===== config.mk =====
export PLATFORM = sky130hd
export DESIGN_NAME = fetch_unit_flat
export DESIGN_NICKNAME = d
export VERILOG_FILES = /design/src/rtl/cpu_pkg.sv /design/src/rtl/fetch_unit_if.sv /design/src/rtl/pc_counter.sv /design/src/rtl/fetch_unit.sv /design/src/flat_wrapper.sv
export SDC_FILE = /design/constraint.sdc
export NUM_CORES = 1
export LEC_CHECK = 0
export CELL_PAD_IN_SITES_DETAIL_PLACEMENT = 1
export CELL_PAD_IN_SITES_GLOBAL_PLACEMENT = 2
export CORE_UTILIZATION = 31
export CTS_CLUSTER_SIZE = 25
export DETAILED_ROUTE_END_ITERATION = 6
export PLACE_DENSITY = 0.95
export SLEW_MARGIN = 20
export SYNTH_ARGS = -nofsm -noshare
export SYNTH_HDL_FRONTEND = slang
export SYNTH_SLANG_ARGS = --single-unit

===== constraint.sdc =====
create_clock -name clk -period 3.78 [get_ports clk]
set_clock_uncertainty 0.15 [all_clocks]
set_input_delay 0.756 -clock clk [delete_from_list [all_inputs] [get_ports clk]]
set_output_delay 0.756 -clock clk [all_outputs]
set_load 0.01 [all_outputs]

===== src/rtl/cpu_pkg.sv =====
// Shared CPU definitions: IR load codes, fetch sequencer states and default widths.
package cpu_pkg;

    localparam int ADDR_W_DEF = 16;
    localparam int DATA_W_DEF = 16;

    localparam logic [1:0] REC_NONE    = 2'b00;
    localparam logic [1:0] REC_LOAD_IR = 2'b10;

    typedef enum logic [1:0] {
        IDLE = 2'd0,
        WAIT = 2'd1,
        LOAD = 2'd2
    } fetch_state_t;

endpackage


===== src/rtl/fetch_unit_if.sv =====
// Memory read port between the fetch unit (master) and instruction memory (slave).
interface fetch_unit_if #(
    parameter int ADDR_W = cpu_pkg::ADDR_W_DEF,
    parameter int DATA_W = cpu_pkg::DATA_W_DEF
);
    logic              rd;
    logic [ADDR_W-1:0] addr;
    logic              ready;
    logic [DATA_W-1:0] rdata;

    modport master (output rd, output addr, input ready, input rdata);
    modport slave  (input rd, input addr, output ready, output rdata);
endinterface


===== src/rtl/pc_counter.sv =====
// Program counter with direct load, post-fetch increment (wrapping) and a pending branch slot.
module pc_counter
    import cpu_pkg::*;
#(
    parameter int ADDR_W = ADDR_W_DEF
) (
    input  logic              clk,
    input  logic              reset,
    input  logic              load_direct,
    input  logic              load_defer,
    input  logic              advance,
    input  logic [ADDR_W-1:0] pc_in,
    input  logic [ADDR_W-1:0] base,
    output logic [ADDR_W-1:0] pc
);

    logic              pending;
    logic [ADDR_W-1:0] pending_pc;

    always_ff @(posedge clk or posedge reset) begin
        if (reset) begin
            pc         <= '0;
            pending    <= 1'b0;
            pending_pc <= '0;
        end else if (advance) begin
            // A branch arriving on the completion edge itself is the newest target.
            pending <= 1'b0;
            if (load_defer)
                pc <= pc_in;
            else if (pending)
                pc <= pending_pc;
            else
                pc <= base + ADDR_W'(1);
        end else if (load_direct) begin
            // A direct load supersedes any branch still parked from an abandoned fetch.
            pc      <= pc_in;
            pending <= 1'b0;
        end else if (load_defer) begin
            pending_pc <= pc_in;
            pending    <= 1'b1;
        end
    end

endmodule


===== src/rtl/fetch_unit.sv =====
// Instruction-fetch sequencer: runs the memory read handshake and pulses the IR load code.
// Optional read timeout is enabled by defining FETCH_TIMEOUT_EN.
module fetch_unit
    import cpu_pkg::*;
#(
    parameter int ADDR_W  = ADDR_W_DEF,
    parameter int DATA_W  = DATA_W_DEF,
    parameter int TIMEOUT = 15
) (
    input  logic              clk,
    input  logic              reset,
    input  logic              fetch_req,
    input  logic              pc_load,
    input  logic [ADDR_W-1:0] pc_in,
    fetch_unit_if.master      mem,
    output logic [DATA_W-1:0] ir_data,
    output logic [1:0]        rec,
    output logic [ADDR_W-1:0] pc,
    output logic              busy,
    output logic              done,
    output logic              fault
);

    if (TIMEOUT < 1) begin : g_bad_timeout
        $error("fetch_unit: TIMEOUT must be at least 1");
    end

    fetch_state_t      state, state_nxt;
    logic              launch;
    logic              capture;
    logic [ADDR_W-1:0] fetch_addr;

    always_ff @(posedge clk or posedge reset) begin
        if (reset)
            state <= IDLE;
        else
            state <= state_nxt;
    end

`ifdef FETCH_TIMEOUT_EN
    localparam int CNT_W = $clog2(TIMEOUT + 1);

    logic [CNT_W-1:0] wait_cnt;
    logic             timeout_hit;

    always_comb begin
        state_nxt   = state;
        launch      = 1'b0;
        capture     = 1'b0;
        timeout_hit = 1'b0;
        case (state)
            IDLE: if (fetch_req) begin
                launch    = 1'b1;
                state_nxt = WAIT;
            end
            WAIT: if (mem.ready) begin
                capture   = 1'b1;
                state_nxt = LOAD;
            end else if (wait_cnt == CNT_W'(TIMEOUT - 1)) begin
                // This stall cycle brings the count to TIMEOUT: abandon the read.
                timeout_hit = 1'b1;
                state_nxt   = IDLE;
            end
            LOAD:    state_nxt = IDLE;
            default: state_nxt = IDLE;
        endcase
    end

    always_ff @(posedge clk or posedge reset) begin
        if (reset) begin
            wait_cnt <= '0;
            fault    <= 1'b0;
        end else begin
            fault <= timeout_hit;
            if (launch)
                wait_cnt <= '0;
            else if (state == WAIT && !mem.ready)
                wait_cnt <= wait_cnt + CNT_W'(1);
        end
    end
`else
    always_comb begin
        state_nxt = state;
        launch    = 1'b0;
        capture   = 1'b0;
        case (state)
            IDLE: if (fetch_req) begin
                launch    = 1'b1;
                state_nxt = WAIT;
            end
            WAIT: if (mem.ready) begin
                capture   = 1'b1;
                state_nxt = LOAD;
            end
            LOAD:    state_nxt = IDLE;
            default: state_nxt = IDLE;
        endcase
    end

    assign fault = 1'b0;
`endif

    // Same-cycle branch and fetch read from the branch target.
    always_ff @(posedge clk or posedge reset) begin
        if (reset) begin
            fetch_addr <= '0;
            ir_data    <= '0;
        end else begin
            if (launch)
                fetch_addr <= pc_load ? pc_in : pc;
            if (capture)
                ir_data <= mem.rdata;
        end
    end

    pc_counter #(.ADDR_W(ADDR_W)) u_pc (
        .clk         (clk),
        .reset       (reset),
        .load_direct (pc_load && (state == IDLE || state == LOAD)),
        .load_defer  (pc_load && (state == WAIT)),
        .advance     (capture),
        .pc_in       (pc_in),
        .base        (fetch_addr),
        .pc          (pc)
    );

    assign mem.rd   = (state == WAIT);
    assign mem.addr = fetch_addr;
    assign rec      = (state == LOAD) ? REC_LOAD_IR : REC_NONE;
    assign done     = (state == LOAD);
    assign busy     = (state != IDLE);

endmodule


===== src/flat_wrapper.sv =====
// flat-port wrapper written by rule: the top's interface ports become plain ports
module fetch_unit_flat import cpu_pkg::*;
#(
    parameter int ADDR_W  = ADDR_W_DEF,
    parameter int DATA_W  = DATA_W_DEF,
    parameter int TIMEOUT = 15
)
  (clk, reset, fetch_req, pc_load, pc_in, ir_data, rec, pc, busy, done, fault, mem_rd, mem_addr, mem_ready, mem_rdata);
  fetch_unit_if #(.ADDR_W(ADDR_W), .DATA_W(DATA_W)) mem_i ();
  input  logic clk;
  input  logic reset;
  input  logic fetch_req;
  input  logic pc_load;
  input  logic [ADDR_W-1:0] pc_in;
  output logic [DATA_W-1:0] ir_data;
  output logic [1:0] rec;
  output logic [ADDR_W-1:0] pc;
  output logic busy;
  output logic done;
  output logic fault;
  output wire logic [$bits(mem_i.rd)-1:0] mem_rd;
  output wire logic [$bits(mem_i.addr)-1:0] mem_addr;
  input wire logic [$bits(mem_i.ready)-1:0] mem_ready;
  input wire logic [$bits(mem_i.rdata)-1:0] mem_rdata;
  assign mem_rd = mem_i.rd;
  assign mem_addr = mem_i.addr;
  assign mem_i.ready = mem_ready;
  assign mem_i.rdata = mem_rdata;
  fetch_unit #(.ADDR_W(ADDR_W), .DATA_W(DATA_W), .TIMEOUT(TIMEOUT)) u_core (.clk(clk), .reset(reset), .fetch_req(fetch_req), .pc_load(pc_load), .pc_in(pc_in), .mem(mem_i), .ir_data(ir_data), .rec(rec), .pc(pc), .busy(busy), .done(done), .fault(fault));
endmodule

==> impl_metrics.json <==
{
  "drv_cap": 0,
  "ant_nets": 0,
  "fin_cells": 564,
  "cp_cell_sequence": "or2_2 -> clkdlybuf4s50_1",
  "first_pass_iters": 4,
  "postSynth.asyncResetShare_pct": 100.0,
  "die_h_um": 104.9,
  "num_vias": 2811,
  "cts_resized": 0,
  "portBuffers": 88,
  "rsz0062_at_grt": "no",
  "syn_area_mm2": 0.003284,
  "ir_worst_vdd_uv": 282.1,
  "p_clk_share_pct": 16.5,
  "drv_slew": 0,
  "critPathArrivalTime_ns": 1.75,
  "grt_pass1_vias": 3048,
  "cpPeakStageDelay_ns": 0.51,
  "core_area_mm2": 0.01028,
  "cts_hold_buf": 0,
  "syn-instance-count": 338,
  "max_freq_mhz": 377.0,
  "grt_busiest_layer": "met2",
  "synthTopCellsByArea": "dfrtp_1 (51%), nand2_1 (7.9%), mux2_2 (5.5%)",
  "track_usage_pct": 18.47,
  "synth_edf_count": 0,
  "sw_frac_of_total_pct": 38.05,
  "wl_um": 9678,
  "clockBufferDepth": 2,
  "critPathKind": "reg -> out",
  "overflow": 0,
  "ios": 91,
  "ff2ff_path_depth": 6,
  "met2_usage_pct": 28.90,
  "antenna_found_initial": 0,
  "drt_iter0_drc": 132,
  "period_minus_slack_ns": 2.653,
  "finalHoldViolCount": 0,
  "die_w_um": 104.9,
  "yosys_warnings": 0,
  "ys_seq_area_share_pct": 51.05,
  "dpl-instance-area_mm2": 0.004264,
  "viasPerCell": 4.984,
  "antennaDiodeCount": 0,
  "synth-seq-cells": 67,
  "syn_avg_cell_area_um2": 9.717,
  "grt_pass1_wl_um": 15890,
  "worstSetupEndpointType": "output port",
  "nets": 463,
  "p_leak_uw": 0.001933,
  "p_sw_uw": 1344,
  "startpoint_type": "flop",
  "yosysUniqueCellTypes": 43,
  "post_drt_wl_per_cell_um": 17.16,
  "synth_top_area_share_pct": 51.05,
  "internal_power_uw": 2188,
  "grt_max_degree": 34,
  "post-cts-setup-buffers": 0,
  "critPathMaxFanout": 8,
  "setup_violations": 0,
  "insertion_delay_ns": 0.35,
  "use_met3_pct": 4.554,
  "required_ns": 2.87,
  "syn_to_final_growth_pct": 35.35,
  "numPlacedInstances": 550,
  "hpwlAfterDp_um": 6810,
  "finalSetupTns_ns": 0,
  "clock_sinks": 67,
  "drive_gt1_share_pct": 11.21,
  "start_util_pct": 31.96,
  "rows": 37,
  "synth_area_leader_cell": "dfrtp_1",
  "cts_max_level": 3,
  "combPwrFrac_pct": 43.3,
  "hold_class": "reg -> reg",
  "yosysMostFrequentCell": "nand2_1",
  "synth-main-ff-cell": "dfrtp_1",
  "die_area_mm2": 0.01101,
  "max_slew_margin_pct": 49.72,
  "power.density_mw_per_mm2": 794.4,
  "clk_pin_slew_ns": 0.07,
  "synth_common_cells": "nand2_1 (69), dfrtp_1 (67), nor2_1 (36)",
  "drc_errors": 0,
  "gp_congestion": 0.7550,
  "tightest_slew_ns": 0.7524,
  "crit_path_top_delay_cell": "dfrtp_1",
  "holdPathStages": 2,
  "status": "finished clean",
  "design_area_mm2": 0.004446,
  "grt_use_met1_pct": 24.47,
  "cts_tree": "built",
  "cts-root-buf": "clkbuf_8",
  "fin_crit_sh_pct": 70.18,
  "cts_buffers": 9,
  "nFillCells": 1205,
  "seq_power_share_pct": 40.1
}
[cells in the final DEF (no fill, tap or decap), types with 7 or more instances in the layout]
master,Yosys,routed
a21oi_1,27,27
a31oi_1,10,10
clkbuf_8,0,10
clkdlybuf4s50_1,0,88
dfrtp_1,67,67
inv_1,8,7
mux2_2,16,16
mux2i_1,14,14
nand2_1,69,69
nand3_1,7,7
nor2_1,36,36
o21ai_0,15,15
xor2_1,8,8
[final cells by class]
class / instances / area, um^2 / area share, %
clock inverters: 3 / 40.04 / 0.9006
flip-flops and latches: 67 / 1677 / 37.71
multi-input cells: 244 / 1459 / 32.82
well taps: 136 / 170.2 / 3.828
inverters: 10 / 40.04 / 0.9006
repair buffers: 93 / 918.4 / 20.66
clock buffers: 11 / 141.4 / 3.180
[critical path: cells and delay by family (launching register included)]
kind / cells / cell delay [ns]
and+or+nand+nor: 1 / 0.39
DFF: 1 / 0.51
buffers and inverters: 1 / 0.50
[through the flow]
step	worst slack [ns]	util (%)	hold WS, ns	total power [uW]
after CTS	1.104	43.26	0.3437	3557
after global routing	0.9084	43.26	0.3502	3762
final	1.127	43.26	0.3369	3531
after global placement	0.8587	41.49	0.3098	2891
after detailed placement	0.7559	41.49	0.3170	2959
after floorplan	1.191	-	0.3243	2149
[layer usage]
| layer | up-vias | part of all wire (%) |
|---|---|---|
| met1 | 1403 | 47 |
| met2 | 74 | 46 |
| li1 | 1318 | - |
| met4 | 0 | 1.8 |
| met3 | 16 | 5.4 |
| met5 | - | 0 |
[registers in the layout (all words and copies together) (netlist names)]
signal,count
u_core.state,2
u_core.u_pc.pc,16
u_core.u_pc.pending,1
u_core.u_pc.pending_pc,16
u_core.ir_data,16
u_core.mem.addr,16
[logic make-up after synthesis]
| family | after synthesis | share of synthesized area, % |
|---|---|---|
| AO/OA/AOI/OAI | 65 | 11.58 |
| XOR/XNOR | 14 | 3.733 |
| adder cells (fa/ha/maj) | 1 | 0.3809 |
| buffers and inverters | 28 | 4.648 |
| flip-flops | 67 | 51.05 |
| multiplexers | 30 | 9.752 |
| other | 1 | 0.1142 |
| AND/OR/NAND/NOR | 132 | 18.74 |
[power by group through the flow]
| stage | sequential, uW | clock [uW] | combinational, uW |
|---|---|---|---|
| floorplan | 1430 | 0 | 718 |
| global placement | 1410 | 0 | 1480 |
| detailed placement | 1420 | 0 | 1540 |
| CTS | 1420 | 589 | 1550 |
| global route | 1470 | 620 | 1680 |
| finish | 1420 | 584 | 1530 |
[worst paths after layout]
path,slack (ns),startpoint,to
worst max-delay path,1.13,u_core.state[0]$_DFFE_PP0P_,busy
worst min-delay path,0.34,u_core.ir_data[2]$_DFFE_PP0N_,u_core.ir_data[2]$_DFFE_PP0N_
worst max register to register,1.60,u_core.state[0]$_DFFE_PP0P_,u_core.u_pc.pc[5]$_DFFE_PP0P_
worst min register to register,0.34,u_core.ir_data[2]$_DFFE_PP0N_,u_core.ir_data[2]$_DFFE_PP0N_
max in group asynchronous,2.23,reset,u_core.u_pc.pending_pc[15]$_DFFE_PP0P_
min in group asynchronous,0.53,reset,u_core.u_pc.pc[15]$_DFFE_PP0P_
Power figures use the tool's default switching activity.
